### config.mk
export PLATFORM = sky130hd
export DESIGN_NAME = keypad_entry_controller
export DESIGN_NICKNAME = d
export VERILOG_FILES = /design/src/rtl/lock_pkg.sv /design/src/rtl/key_edge_detect.sv /design/src/rtl/keypad_entry_controller.sv
export SDC_FILE = /design/constraint.sdc
export NUM_CORES = 1
export LEC_CHECK = 0
export BUFFER_PORTS_ARGS = -buffer_cell sky130_fd_sc_hd__buf_2
export CAP_MARGIN = 10
export CORE_MARGIN = 1.5
export CORE_UTILIZATION = 26
export DETAILED_ROUTE_END_ITERATION = 12
export PLACE_DENSITY_LB_ADDON = 0.25
export REMOVE_ABC_BUFFERS = 1
export SLEW_MARGIN = 5
export SYNTH_ARGS = -nofsm -noshare
export SYNTH_HDL_FRONTEND = slang
export SYNTH_SLANG_ARGS = --single-unit
export TNS_END_PERCENT = 1
### constraint.sdc
create_clock -name clock -period 2.4 [get_ports clock]
set_input_delay 0.24 -clock clock [delete_from_list [all_inputs] [get_ports clock]]
set_output_delay 0.24 -clock clock [all_outputs]
set_load 0.01 [all_outputs]
### src/rtl/lock_pkg.sv
// lock_pkg: definitions shared by the keypad entry controller and the lock.
//   - FSM state encoding for the entry controller
//   - default number of cycles the lock response is sampled
//   - one-hot test used by the key edge detector
package lock_pkg;

  localparam int STATE_W = 3;

  localparam logic [STATE_W-1:0] ST_IDLE    = 3'd0;
  localparam logic [STATE_W-1:0] ST_COLLECT = 3'd1;
  localparam logic [STATE_W-1:0] ST_PRESENT = 3'd2;
  localparam logic [STATE_W-1:0] ST_CHECK   = 3'd3;
  localparam logic [STATE_W-1:0] ST_LOCKOUT = 3'd4;

  localparam int RESULT_CYCLES_DEFAULT = 4;

  // True when exactly one of the four key lines is high.
  function automatic logic is_one_hot(input logic [3:0] v);
    return (v != 4'd0) && ((v & (v - 4'd1)) == 4'd0);
  endfunction

endpackage

### src/rtl/key_edge_detect.sv
// key_edge_detect: turns the raw keypad lines into single-cycle digit strobes.
//   clock  : system clock
//   reset  : asynchronous, active-low reset
//   key    : keypad lines, active-high, synchronous to clock
//   accept : high for one cycle when key is exactly one-hot and was all-zero
//            on the previous cycle
//   digit  : the key value that accompanies accept
// The history register resets to zero, so a key already held when reset is
// released counts as a fresh press.
module key_edge_detect
  import lock_pkg::*;
(
  input  logic       clock,
  input  logic       reset,
  input  logic [3:0] key,
  output logic       accept,
  output logic [3:0] digit
);

  logic [3:0] key_p0;

  // Stage 0: previous-cycle key history
  always_ff @(posedge clock or negedge reset) begin
    if (!reset) begin
      key_p0 <= 4'd0;
    end else begin
      key_p0 <= key;
    end
  end

  // A multi-hot value after a release never qualifies, and neither does the
  // one-hot value that may follow it, because the history is then non-zero.
  assign accept = (key_p0 == 4'd0) && is_one_hot(key);
  assign digit  = key;

endmodule

### src/rtl/keypad_entry_controller.sv
// keypad_entry_controller: collects PASSCODE_LENGTH one-hot keypad digits,
// presents them to the lock, watches the lock's error response and applies a
// lockout after MAX_ATTEMPTS consecutive failures.
//   clock       : system clock
//   reset       : asynchronous, active-low reset
//   key         : keypad lines, active-high
//   entry_ready : lock accepts the presented entry this cycle
//   lock_error  : lock error response, sampled for RESULT_CYCLES cycles
//   entry       : packed one-hot digits, first digit in the MSB nibble
//   entry_valid : entry is being presented to the lock
//   timeout     : one-cycle pulse when a partial entry is discarded
//   lockout     : keys are ignored after repeated failures
//   fail_count  : consecutive failed attempts
module keypad_entry_controller
  import lock_pkg::*;
#(
  parameter int PASSCODE_LENGTH = 3,
  parameter int CLOCK_FREQ      = 50000000,
  parameter int TIMEOUT_CYCLES  = 250000000,
  parameter int RESULT_CYCLES   = RESULT_CYCLES_DEFAULT,
  parameter int MAX_ATTEMPTS    = 3,
  parameter int LOCKOUT_CYCLES  = 500000000
) (
  input  logic                                 clock,
  input  logic                                 reset,
  input  logic [3:0]                           key,
  input  logic                                 entry_ready,
  input  logic                                 lock_error,
  output logic [4*PASSCODE_LENGTH-1:0]         entry,
  output logic                                 entry_valid,
  output logic                                 timeout,
  output logic                                 lockout,
  output logic [$clog2(MAX_ATTEMPTS+1)-1:0]    fail_count
);

  localparam int EW     = 4 * PASSCODE_LENGTH;
  localparam int FC_W   = $clog2(MAX_ATTEMPTS + 1);
  localparam int DIG_W  = $clog2(PASSCODE_LENGTH + 1);
  localparam int TMO_W  = $clog2(TIMEOUT_CYCLES + 1);
  localparam int RES_W  = $clog2(RESULT_CYCLES + 1);
  localparam int LOCK_W = $clog2(LOCKOUT_CYCLES + 1);

  // Clock frequency is informational; the timing parameters are in cycles.
  logic unused_params;
  assign unused_params = (CLOCK_FREQ > 0);

  // Counters stop at their limit instead of wrapping.
  function automatic logic [31:0] sat_inc(input logic [31:0] v, input logic [31:0] lim);
    return (v >= lim) ? lim : v + 32'd1;
  endfunction

  logic [STATE_W-1:0] state, state_nx;
  logic [DIG_W-1:0]   dig_cnt;
  logic [TMO_W-1:0]   tmo_cnt;
  logic [RES_W-1:0]   res_cnt;
  logic [LOCK_W-1:0]  lock_cnt;
  logic               err_seen;

  logic               accept;
  logic [3:0]         digit;
  logic [EW-1:0]      entry_shift;
  logic               last_digit, tmo_hit, res_last, lock_last;
  logic               err_any, fail_hit;
  logic [FC_W-1:0]    fc_inc;

  key_edge_detect u_key_edge_detect (
    .clock  (clock),
    .reset  (reset),
    .key    (key),
    .accept (accept),
    .digit  (digit)
  );

  // New digit enters at the LSB nibble; older digits move toward the MSB.
  always_comb begin
    entry_shift      = entry << 4;
    entry_shift[3:0] = digit;
  end

  // dig_cnt counts digits accepted after the first one.
  assign last_digit = (dig_cnt == DIG_W'(PASSCODE_LENGTH - 2));
  assign tmo_hit    = (tmo_cnt == TMO_W'(TIMEOUT_CYCLES - 1));
  assign res_last   = (res_cnt == RES_W'(RESULT_CYCLES - 1));
  assign lock_last  = (lock_cnt == LOCK_W'(LOCKOUT_CYCLES - 1));
  assign err_any    = err_seen | lock_error;
  assign fc_inc     = FC_W'(sat_inc(32'(fail_count), 32'(MAX_ATTEMPTS)));
  assign fail_hit   = err_any && (fc_inc == FC_W'(MAX_ATTEMPTS));

  assign entry_valid = (state == ST_PRESENT);
  assign lockout     = (state == ST_LOCKOUT);

  always_comb begin
    state_nx = state;
    unique case (state)
      ST_IDLE: begin
        if (accept) state_nx = (PASSCODE_LENGTH == 1) ? ST_PRESENT : ST_COLLECT;
      end
      ST_COLLECT: begin
        // A digit on the timeout boundary keeps the entry alive.
        if (accept) begin
          if (last_digit) state_nx = ST_PRESENT;
        end else if (tmo_hit) begin
          state_nx = ST_IDLE;
        end
      end
      ST_PRESENT: begin
        if (entry_ready) state_nx = ST_CHECK;
      end
      ST_CHECK: begin
        if (res_last) state_nx = fail_hit ? ST_LOCKOUT : ST_IDLE;
      end
      ST_LOCKOUT: begin
        if (lock_last) state_nx = ST_IDLE;
      end
      default: state_nx = ST_IDLE;
    endcase
  end

  always_ff @(posedge clock or negedge reset) begin
    if (!reset) begin
      state      <= ST_IDLE;
      entry      <= '0;
      timeout    <= 1'b0;
      fail_count <= '0;
      dig_cnt    <= '0;
      tmo_cnt    <= '0;
      res_cnt    <= '0;
      lock_cnt   <= '0;
      err_seen   <= 1'b0;
    end else begin
      state   <= state_nx;
      timeout <= 1'b0;
      case (state)
        ST_IDLE: begin
          if (accept) begin
            entry   <= entry_shift;
            dig_cnt <= '0;
            tmo_cnt <= '0;
          end
        end
        ST_COLLECT: begin
          if (accept) begin
            entry   <= entry_shift;
            dig_cnt <= DIG_W'(sat_inc(32'(dig_cnt), 32'(PASSCODE_LENGTH)));
            tmo_cnt <= '0;
          end else if (tmo_hit) begin
            entry   <= '0;
            timeout <= 1'b1;
            tmo_cnt <= '0;
          end else begin
            tmo_cnt <= TMO_W'(sat_inc(32'(tmo_cnt), 32'(TIMEOUT_CYCLES)));
          end
        end
        ST_PRESENT: begin
          if (entry_ready) begin
            res_cnt  <= '0;
            err_seen <= 1'b0;
          end
        end
        ST_CHECK: begin
          if (res_last) begin
            entry      <= '0;
            lock_cnt   <= '0;
            fail_count <= err_any ? fc_inc : '0;
          end else begin
            res_cnt  <= RES_W'(sat_inc(32'(res_cnt), 32'(RESULT_CYCLES)));
            err_seen <= err_any;
          end
        end
        ST_LOCKOUT: begin
          if (lock_last) begin
            entry      <= '0;
            fail_count <= '0;
          end else begin
            lock_cnt <= LOCK_W'(sat_inc(32'(lock_cnt), 32'(LOCKOUT_CYCLES)));
          end
        end
        default: ;
      endcase
    end
  end

endmodule

# Word-level counts from Yosys, hierarchy flattened
# Index checks and enable logic that the tools add are counted.
dict set report totals {
  ff_bits 85
  inputBits 8
  out_inout_bits 17
  word_cells 102
}
dict set report op_classes {
  add_sub_neg 6
  order_cmp 5
  eq_ne 18
  mux 43
  bitwise 2
  reduce_logical 18
}
# operator n
set ops {}
lappend ops {{$mux W28} 4}
lappend ops {{$mux W29} 3}
lappend ops {{$mux W12} 5}
lappend ops {{$pmux W29 S2} 1}
lappend ops {{$pmux W28 S2} 1}
lappend ops {{$pmux W12 S4} 1}
lappend ops {{$mux W3} 11}
lappend ops {{$add A29 B1 Y29 const B} 1}
lappend ops {{$eq A29 B29 Y1 const B} 1}
lappend ops {{$ge A29 B29 Y1 const B} 1}
lappend ops {{$add A28 B1 Y28 const B} 1}
lappend ops {{$eq A28 B28 Y1 const B} 1}
lappend ops {{$ge A28 B28 Y1 const B} 1}
lappend ops {{$pmux W3 S5} 1}
lappend ops {{$mux W2} 7}
lappend ops {{$ne A2 B2 Y1 const B} 6}
lappend ops {{$reduce_and A3 Y1} 4}
lappend ops {{$eq A3 B2 Y1 const B} 3}
lappend ops {{$logic_not A4 Y1} 2}
lappend ops {{$pmux W2 S2} 2}
lappend ops {{$reduce_bool A4 Y1} 2}
lappend ops {{$ne A3 B3 Y1 const B} 2}
lappend ops {{$pmux W3 S2} 1}
lappend ops {{$reduce_and A6 Y1} 1}
lappend ops {{other kinds (19)} 29}

# Logic depth before layout (Yosys ltp)
# Gate-level depths: netlist (run 1).
dict set report depth {
  word_depth 7
  ltp_mapped 10
}

# Modules after synthesis
# Synthesis (run 1) repeated with hierarchy kept, for this count alone.
dict set report hier_totals {
  hier_cells 564
  hier_area_um2 4844.6
}
# mod instances cells_per_inst area_per_inst_um2
set modules_own_cells {}
lappend modules_own_cells {keypad_entry_controller 1 549 4659.5}
lappend modules_own_cells {key_edge_detect 1 15 185.2}

# Worst setup path after synthesis (run 1)
# Ideal clock, no wire load.
dict set report synth_timing {
  path_kind {register to register}
  from {register lock_cnt[0]}
  to {register entry[0]}
  setup_time_ns 0.121
  arrival_time_ns 1.918
  slack_ns 0.361
  stages_incl_launch_ff 10
  n_path_buf 2
  path_cell_list {dfrtp_1 -> ha_1 -> and4_1 -> clkbuf_1 -> nand4_1 -> or2_1 -> o41ai_2 -> a311oi_1 -> buf_4 -> a22o_1}
}
dict set report synth_between {
  elab_chain_len 3
}
# element line_no
set synth_lines {}
lappend synth_lines {{from (decl)} keypad_entry_controller.sv:56} ;# logic [LOCK_W-1:0] lock_cnt;
lappend synth_lines {{from (signal assigned)} keypad_entry_controller.sv:175} ;# lock_cnt <= LOCK_W'(sat_inc(32'(lock_cnt), 32'(LOCKOUT_CYCLES)));
lappend synth_lines {{$eq A29 B29 Y1} keypad_entry_controller.sv:84} ;# assign lock_last = (lock_cnt == LOCK_W'(LOCKOUT_CYCLES - 1));
lappend synth_lines {{$ne A2 B1 Y1 (no source line)} n/a}
lappend synth_lines {{$reduce_and A5 Y1 (no source line)} n/a}
lappend synth_lines {{to (signal assigned)} keypad_entry_controller.sv:136} ;# entry <= entry_shift;
lappend synth_lines {{to (signal assigned)} keypad_entry_controller.sv:143} ;# entry <= entry_shift;
lappend synth_lines {{to (decl)} keypad_entry_controller.sv:29} ;# output logic [4*PASSCODE_LENGTH-1:0] entry,
# Every way passes these cells.
# A chain may end at the register's enable or synchronous reset.

# Worst setup path in the final report (run 1)
dict set report layout_timing {
  from {register lock_cnt[15]}
  to {register entry[0]}
}
# The elaborated chain is that of the path after synthesis.

==> results of run 1 <==
## worst paths after layout
check / startpoint / to / slack (ns)
worst max-delay path: lock_cnt[15] / entry[0] / 0.19
worst min-delay path: key[2] / u_key_edge_detect.key_p0[2] / 0.06
worst max register to register: lock_cnt[15] / entry[0] / 0.19
worst min register to register: entry[9] / entry[9] / 0.49
max in group asynchronous: reset / tmo_cnt[20] / 1.33
min in group asynchronous: reset / lock_cnt[0] / 0.41
## cell usage in the layout (no fill, tap or decap), types with 4 or more instances in the layout
| cell | count |
|---|---|
| dfrtp_1 | 85 |
| nand2_1 | 54 |
| o21ai_0 | 52 |
| buf_4 | 41 |
| nor2_1 | 36 |
| a21oi_1 | 34 |
| nand3_1 | 32 |
| buf_2 | 23 |
| inv_1 | 22 |
| nor3_1 | 20 |
| a22o_1 | 19 |
| and3_1 | 18 |
| nand4_1 | 14 |
| or3_1 | 10 |
| and2_1 | 9 |
| clkbuf_16 | 9 |
| a21o_1 | 8 |
| o21ai_1 | 8 |
| o2bb2ai_1 | 8 |
| ha_1 | 7 |
| a311oi_1 | 6 |
| o31ai_1 | 5 |
| and4_1 | 4 |
| nor4_1 | 4 |
| o21a_1 | 4 |
| a211oi_1 | 4 |
## cell families after synthesis
kind of cell / count (synthesis)
flip-flops: 85
multiplexers: 2
AO/OA/AOI/OAI: 175
buffers and inverters: 50
XOR/XNOR: 2
AND/OR/NAND/NOR: 229
adder cells (fa/ha/maj): 7
## flip-flops by register name (all words and copies together) (netlist names)
register / flops
lock_cnt: 29
tmo_cnt: 28
entry: 12
u_key_edge_detect.key_p0: 4
res_cnt: 3
state: 3
dig_cnt: 2
fail_count: 2
err_seen: 1
timeout: 1
## cell type report
type / instances / area [µm²]
clock inverter: 5 / 106
inverter: 22 / 82.6
tap: 234 / 293
multi-input combinational: 415 / 2570
sequential: 85 / 2130
fill: 1924 / 12700
timing repair buffer: 66 / 453
antenna: 1 / 2.50
clock buffer: 11 / 243
## power by group
group / total [mW] / switching (mW) / internal (mW)
logic: 0.805 / 0.512 / 0.293
registers: 1.66 / 0.116 / 1.55
clock network: 1.65 / 0.599 / 1.05
## metal layers
metal  up-vias  GRT usage (%)
met2        95           25.0
met5         -              0
li1       2150              -
met3        19           3.32
met1      2188           18.5
met4         0           4.38
## stage by stage
stage | setup WS (ns) | area (µm²) | std cells | TNS [ns]
3_5_place_dp | 0.0186 | 5490 | 821 | 0
3_3_place_gp | 0.0968 | 5490 | 821 | 0
4_1_cts | 0.0988 | 5850 | 838 | 0
2_1_floorplan | 0.135 | 4760 | 522 | 0
5_1_grt | -0.0307 | 5870 | 839 | -0.152
6_report | 0.185 | 5870 | 839 | 0
## critical path: cells and delay by family, from the launching register on
kind / cells / cell delay (ns)
AO/OA/AOI/OAI: 3 / 0.51
buffers and inverters: 1 / 0.19
flip-flops: 1 / 0.45
AND/OR/NAND/NOR: 3 / 0.95
## repair_timing
item	4_1_cts	5_1_grt
endpoints found under the hold margin	39	0
hold buffers	1	0
endpoints found under the setup margin	0	27
resized for setup	0	4
==> run metrics, run 1 <==
status=complete, no violations; core area=18600 µm²; PortBufs=24; met2 WL=6.81 mm; overall power=4.12 mW; slew of the pin with the lowest slew margin=0.743 ns; share of layout cells above drive strength 1=17.2%; DR WL/cell=16.3 µm; HP Class=input port to register; DP Wirelength=9.72 mm; GP Congestion=0.882; via count=4452; top-count cell post-synth=dfrtp_1; Ys Warns=0; drc violations=0; routed wl met3=516 µm; RSZ-0062 raised after global routing=yes; unique cell type count in the Yosys netlist=68; Die Ht=140 µm; area of the die=19700 µm²; Max Used Layer=met4; Power Dens Cells=701 nW/µm²; main combinational cell family by area after synthesis=simple AND/OR/NAND/NOR gates; CP Data Arrival Time=2.45 ns; Die X-Extent=140 µm; Max Clk Rate=452 MHz; average size of a mapped cell=8.91 µm²; Startpoint Class=register; Worst Path Required=2.63 ns; Bufs on Longest Clock Path=2; grt ovf=0; # Post-CTS Setup Buffers=0; worst-path cell chain=nand4b_1 -> nand4bb_1 -> or2_1 -> o41ai_2 -> a311oi_1 -> buf_4 -> a22o_1; Synth Area in Adders=1.79%; post-synthesis cell count=550; worst skew pair latency=0.35 ns; pin count of the biggest net entering global routing=47; CTS buffer count=9; Post-Synth Simple-Gate Area=25.3%; commonest cells in the synthesized netlist=85 x dfrtp_1, 55 x nand2_1, 52 x o21ai_0; # IOs=25; first-pass GRT wire length=23.2 mm; hold slack final=0.0619 ns; post-synth top area cell=dfrtp_1; Worst Hold Path Cells=1; max-cap viol count=0; Rel. slew slack=50.5%; Layout Utilization=31.6%; top_reg_cell synth=dfrtp_1; Clock Tree Root=clkbuf_16; standby leakage power=2.49 nW; Seq/Total Area, Yosys=43.4%; overall routing resource usage=14.7%; 1st-pass router iterations=4; Critical Path Slowest Stage Cell=dfrtp_1; clock skew=0.0111 ns; TritonCTS Sinks=85; fin crit period=2.21 ns; Tcrit/Tclk final=92.3%; R2R cell count=7; vias per cell=5.31; Slew Viols, Final=0; CP Class=register to register; starting density of the core=26.4%; crit end category=register; mapped cell area=4900 µm²; VDD IR-drop max=360 µV; Yosys top cell area share=43.4%; max incr delay on CP=0.45 ns; CTS tree=built; mux contribution to synthesized area=0.434%; Initial DRC Count=280; final setup fails=0; CP max FO=12; vias in the first global route=4487; xor/xnor cell area share of the yosys netlist=0.357%; area grow syn2layout=19.8%; routed wire length=13.7 mm; dominant cells by area after synthesis=dfrtp_1 43%, o21ai_0 5.3%, nand2_1 4.2%; Post-synth EDFFs=0; async set-reset flop share out of synthesis=100%; clk slew on worst S/H paths=0.06 ns; Compound-Gate Fraction of Synth Area=24.1%; H-tree depth=3; Core Rows=50; number of synthesized register bits=85; ANT nets after route=0; Final #Nets=614; DRT met1 WL=6.14 mm; initial antenna violation count=1; Final Hold Fails=0
Note: power is estimated with default switching activity, not from simulation.
==> inputs of run 2 (changes only) <==
--- a/config.mk
+++ b/config.mk
@@ -11,7 +11,6 @@
 export CORE_UTILIZATION = 26
 export DETAILED_ROUTE_END_ITERATION = 12
 export PLACE_DENSITY_LB_ADDON = 0.25
-export REMOVE_ABC_BUFFERS = 1
 export SLEW_MARGIN = 5
 export SYNTH_ARGS = -nofsm -noshare
 export SYNTH_HDL_FRONTEND = slang
==> run 2 against run 1 <==
  * Fmax is 0.53% lower
  * Flip-flop and latch count unchanged
  * Register-to-register slack about the same
  * Die area did not move
  * Power shrank 7.6%
  * Sequential share of layout area rose by 0.77 points
  * Critical path depth decreased by 1
  * Cell area down 2.1%
  * Clock skew shrank 0.0050 ns
  * Count of clock-buffer cells in the layout fell by 1
  * Critical endpoint is now lock_cnt[16]
==> run metrics, run 2 (synthesis results as in run 1) <==
FF-to-FF Start=lock_cnt[20]; HP Class=input port to register; Sw Share=31.1%; final setup TNS=0 ns; first-pass GRT wire length=21.8 mm; standby leakage power=2.43 nW; worst skew pair latency=0.34 ns; Final Hold Fails=0; RSZ-0062 raised after global routing=no; R2R cell count=6; grt ovf=0; Tcrit/Tclk final=92.8%; share of layout cells above drive strength 1=16.1%; commonest non-fill, non-tap cell in the layout=dfrtp_1; Final #Nets=607; CP Data Arrival Time=2.45 ns; largest reg by FF count=lock_cnt; worst setup path endpoint=lock_cnt[16]; via count=4401; most frequent cells in the layout=85 x dfrtp_1, 55 x nand2_1, 52 x o21ai_0, 35 x nor2_1; drc violations=0; combinational power share=20.2%; 1st-pass router iterations=4; initial antenna violation count=0; internal power=2.62 mW; vias per cell=5.30; Worst Path Required=2.63 ns; Bufs on Longest Clock Path=2; CP Class=register to register; final setup fails=0; PortBufs=24; terminus of the critical flop-to-flop path=lock_cnt[16]; flop-to-flop setup slack=0.17 ns; syn nets=565; Max Clk Rate=449 MHz; Critical Path Slowest Stage Cell=nor2_2; clock share of power=36.0%; # IOs=25; Startpoint Class=register; hold slack final=0.0632 ns; clk slew on worst S/H paths=0.06 ns; DP Wirelength=9.18 mm; # diodes=0; Clock Tree Root=clkbuf_16; area of the die=19700 µm²; clock skew=0.00605 ns; starting density of the core=26.4%; fin crit period=2.23 ns; VDD IR-drop max=345 µV; max incr delay on CP=0.57 ns; Psw=1.18 mW; crit end category=register; overall routing resource usage=13.7%; routed wire length=13.1 mm; CP max FO=13; Seq pwr share=43.8%; pin count of the biggest net entering global routing=67; max-cap viol count=0; slew of the pin with the lowest slew margin=0.808 ns; core area=18600 µm²; crit path from=lock_cnt[20]; Rel. slew slack=46.1%; biggest regs=lock_cnt (29), tmo_cnt (28), entry (12); CTS tree=built; vias in the first global route=4134; Die Ht=140 µm; DR WL/cell=15.8 µm; area grow syn2layout=17.3%; status=complete, no violations; Slew Viols, Final=0; H-tree depth=3; TritonCTS Sinks=85; Initial DRC Count=269; Die X-Extent=140 µm; GP Congestion=0.846; Core Rows=50; worst-path cell chain=nor3_1 -> o21ai_0 -> o221a_2 -> nor2_2 -> nand4_1 -> and3_1; number of flip-flops in the largest register=29; Power Dens Cells=662 nW/µm²; CTS buffer count=9; ANT nets after route=0
## run 2: changes by cell type in the layout (fill, tap and decap cells not counted), sizes merged
cell    before  now
inv         23   22
buf         65   58
clkinv       0    3
diode        1    0
bufinv       3    1
clkbuf      11   10
## run 2: worst min path at each step
| stage | startpoint | endpoint | slack, ns | cells after the start |
|---|---|---|---|---|
| CTS | key[2] | u_key_edge_detect.key_p0[2] | 0.05 | 1 |
| global route | key[1] | u_key_edge_detect.key_p0[1] | 0.06 | 1 |
| global placement | reset | lock_cnt[11] | 0.16 | 1 |
| finish | key[1] | u_key_edge_detect.key_p0[1] | 0.06 | 1 |
| floorplan | reset | dig_cnt[0] | -0.06 | 0 |
| detailed placement | reset | lock_cnt[11] | 0.15 | 1 |
## run 2: timing repair
| item | 4_1_cts | 5_1_grt |
|---|---|---|
| hold buffers | 1 | 0 |
| setup endpoints to repair | 0 | 9 |
| hold endpoints to repair | 19 | 0 |
| resized for setup | 0 | 4 |
| setup buffers | 0 | 0 |
## run 2: power groups by stage
stage               Sequential, mW  Clock, mW  Combinational, mW
detailed placement            1.69          0              0.772
finish                        1.67       1.37              0.770
CTS                           1.67       1.42              0.777
global placement              1.69          0              0.758
global route                  1.69       1.46              0.880
floorplan                     1.66          0              0.530
## run 2: area by class of cell
class	count	area [µm²]
clock buffers	10	229
clock inverters	5	52.6
fillers	1899	12800
inverters	22	82.6
multi-input cells	415	2570
flip-flops and latches	85	2130
well taps	234	293
repair buffers	59	400
## run 2: critical path: cells and delay by family (launching register included)
kind             cells  cell delay, ns
AND/OR/NAND/NOR      4            1.12
flip-flops           1            0.45
AO/OA/AOI/OAI        2            0.55
## run 2: per-layer routing
layer | up-vias | track usage, % | routed length [µm]
li1 | 2129 | - | -
met1 | 2169 | 18.3 | 6100
met2 | 89 | 22.7 | 6350
met3 | 14 | 2.56 | 459
met4 | 0 | 3.77 | 206
met5 | - | 0 | 0
## run 2: stage by stage
stage,std cells,util (%),power [mW],worst slack [ns],area [µm²]
2_1_floorplan,550,-,2.19,0.361,4900
3_3_place_gp,814,29.3,2.45,0.0679,5440
3_5_place_dp,814,29.3,2.46,0.0749,5440
4_1_cts,830,30.8,3.86,0.0417,5730
5_1_grt,830,30.9,4.03,0.0351,5750
6_report,830,30.9,3.81,0.174,5750
==> inputs of run 3 (changes only) <==
--- a/config.mk
+++ b/config.mk
@@ -7,6 +7,7 @@
 export LEC_CHECK = 0
 export BUFFER_PORTS_ARGS = -buffer_cell sky130_fd_sc_hd__buf_2
 export CAP_MARGIN = 10
+export CORE_ASPECT_RATIO = 1.4
 export CORE_MARGIN = 1.5
 export CORE_UTILIZATION = 26
 export DETAILED_ROUTE_END_ITERATION = 12
==> run 3 against run 2 <==
  * Sequential share of layout area about the same
  * Highest routed layer unchanged
  * Non-clock buffer count decreased by 1
  * Critical path depth increased by 1
  * Flip-flop and latch count unchanged
  * Die area about the same
  * Wire length increased by 3.2%
==> run metrics, run 3 (synthesis results as in run 1) <==
Worst Path Buf+Inv=0; CP max FO=11; standby leakage power=2.42 nW; Sw Share=31.8%; met2 WL=6.78 mm; DP Area=5460 µm²; hold slack final=0.0582 ns; commonest non-fill, non-tap cell in the layout=dfrtp_1; Seq pwr share=43.7%; drc violations=0; HP Class=input port to register; Bufs on Longest Clock Path=2; Die X-Extent=119 µm; worst skew pair latency=0.35 ns; setup ws final=0.183 ns; CTS buffer count=9; Initial DRC Count=278; # IOs=25; Max Clk Rate=451 MHz; slew of the pin with the lowest slew margin=0.870 ns; Psw=1.22 mW; final setup TNS=0 ns; worst-path cell chain=ha_1 -> and4_1 -> nand4_1 -> nor3b_1 -> nor2_1 -> a21o_1 -> o2bb2ai_1; max incr delay on CP=0.67 ns; DP Wirelength=9.66 mm; area of the die=19700 µm²; share of layout cells above drive strength 1=15.6%; first-pass GRT wire length=22.5 mm; Crit path max-delay family=simple AND/OR/NAND/NOR gates; TritonCTS Sinks=85; # diodes=0; RSZ-0062 raised after global routing=no; Core Rows=59; DRT met1 WL=5.81 mm; combinational power share=21.2%; pin count of the biggest net entering global routing=47; Final Hold Fails=0; CTS tree=built; starting density of the core=26.5%; Tcrit/Tclk final=92.4%; core area=18500 µm²; most frequent cells in the layout=85 x dfrtp_1, 55 x nand2_1, 52 x o21ai_0, 36 x nor2_1, 34 x a21oi_1; biggest regs=lock_cnt (29), tmo_cnt (28), entry (12); Fill cells=1916; area grow syn2layout=17.4%; Clock Tree Root=clkbuf_16; DR WL/cell=16.1 µm; 1st-pass router iterations=5; clock skew=0.00820 ns; CP Data Arrival Time=2.49 ns; syn nets=565; Critical Path Slowest Stage Cell=nor2_1; vias in the first global route=4381; Worst Path Required=2.67 ns; final setup fails=0; clock share of power=35.2%; max-cap viol count=0; H-tree depth=3; post-route design area=5760 µm²; Power Dens Cells=665 nW/µm²; Startpoint Class=register; routed wl met3=417 µm; GP Congestion=0.834; internal power=2.61 mW; via count=4445; fin crit period=2.22 ns; ANT nets after route=0; VDD IR-drop max=328 µV; Final #Nets=606; largest reg by FF count=lock_cnt; # Post-CTS Setup Buffers=0; initial antenna violation count=0; grt ovf=0; overall power=3.83 mW; status=complete, no violations; crit end category=register; Rel. slew slack=41.8%; number of flip-flops in the largest register=29; Die Ht=165 µm; overall routing resource usage=14.4%; vias per cell=5.29; CP Class=register to register; Slew Viols, Final=0; PortBufs=24; pre-CTS setup slack=0.179 ns; clk slew on worst S/H paths=0.06 ns; routed wire length=13.5 mm; Max Used Layer=met4
## run 3: area by class of cell
| cell class | instances | area (µm²) | area share [%] |
|---|---|---|---|
| Multi-Input combinational cell | 415 | 2550 | 44.4 |
| Sequential cell | 85 | 2130 | 37.0 |
| Timing Repair Buffer | 58 | 405 | 7.04 |
| Tap cell | 244 | 305 | 5.30 |
| Clock buffer | 13 | 260 | 4.52 |
| Inverter | 22 | 82.6 | 1.43 |
| Clock inverter | 3 | 20.0 | 0.348 |
## run 3: routing by layer
metal	vias to the layer above	track usage (%)
li1	2133	-
met1	2183	16.7
met2	93	25.2
met3	36	2.82
met4	0	7.34
met5	-	0
## run 3: path summary, 6_finish.rpt
check,start,endpoint,slack [ns],cells past startpoint
max in group asynchronous,reset,tmo_cnt[17],1.32,3
setup reg to reg,tmo_cnt[0],tmo_cnt[15],0.18,7
hold reg to reg,entry[8],entry[8],0.50,1
min in group asynchronous,reset,fail_count[1],0.42,2
setup / recovery,tmo_cnt[0],tmo_cnt[15],0.18,7
hold / removal,key[3],u_key_edge_detect.key_p0[3],0.06,1
## run 3: through the flow
| stage | instances | util, % |
|---|---|---|
| 2_1_floorplan | 550 | - |
| 3_3_place_gp | 823 | 29.5 |
| 3_5_place_dp | 823 | 29.5 |
| 4_1_cts | 840 | 31.0 |
| 5_1_grt | 840 | 31.1 |
| 6_report | 840 | 31.1 |
## run 3: power groups by stage
stage	clock network (mW)	logic, mW	registers, mW
floorplan	0	0.530	1.66
global placement	0	0.797	1.69
detailed placement	0	0.810	1.70
CTS	1.40	0.814	1.67
global route	1.45	0.900	1.69
finish	1.35	0.811	1.67
## run 3: worst register-to-register path, cell delays in order, from the launching register on
cell	delay (ns)
dfrtp_1	0.42
ha_1	0.25
and4_1	0.17
nand4_1	0.21
nor3b_1	0.10
nor2_1	0.67
a21o_1	0.21
o2bb2ai_1	0.10
## run 3: what timing repair did
action | CTS | global route
endpoints found under the hold margin | 39 | 0
gates resized for setup | 0 | 2
endpoints found under the setup margin | 0 | 3
hold buffers | 1 | 0
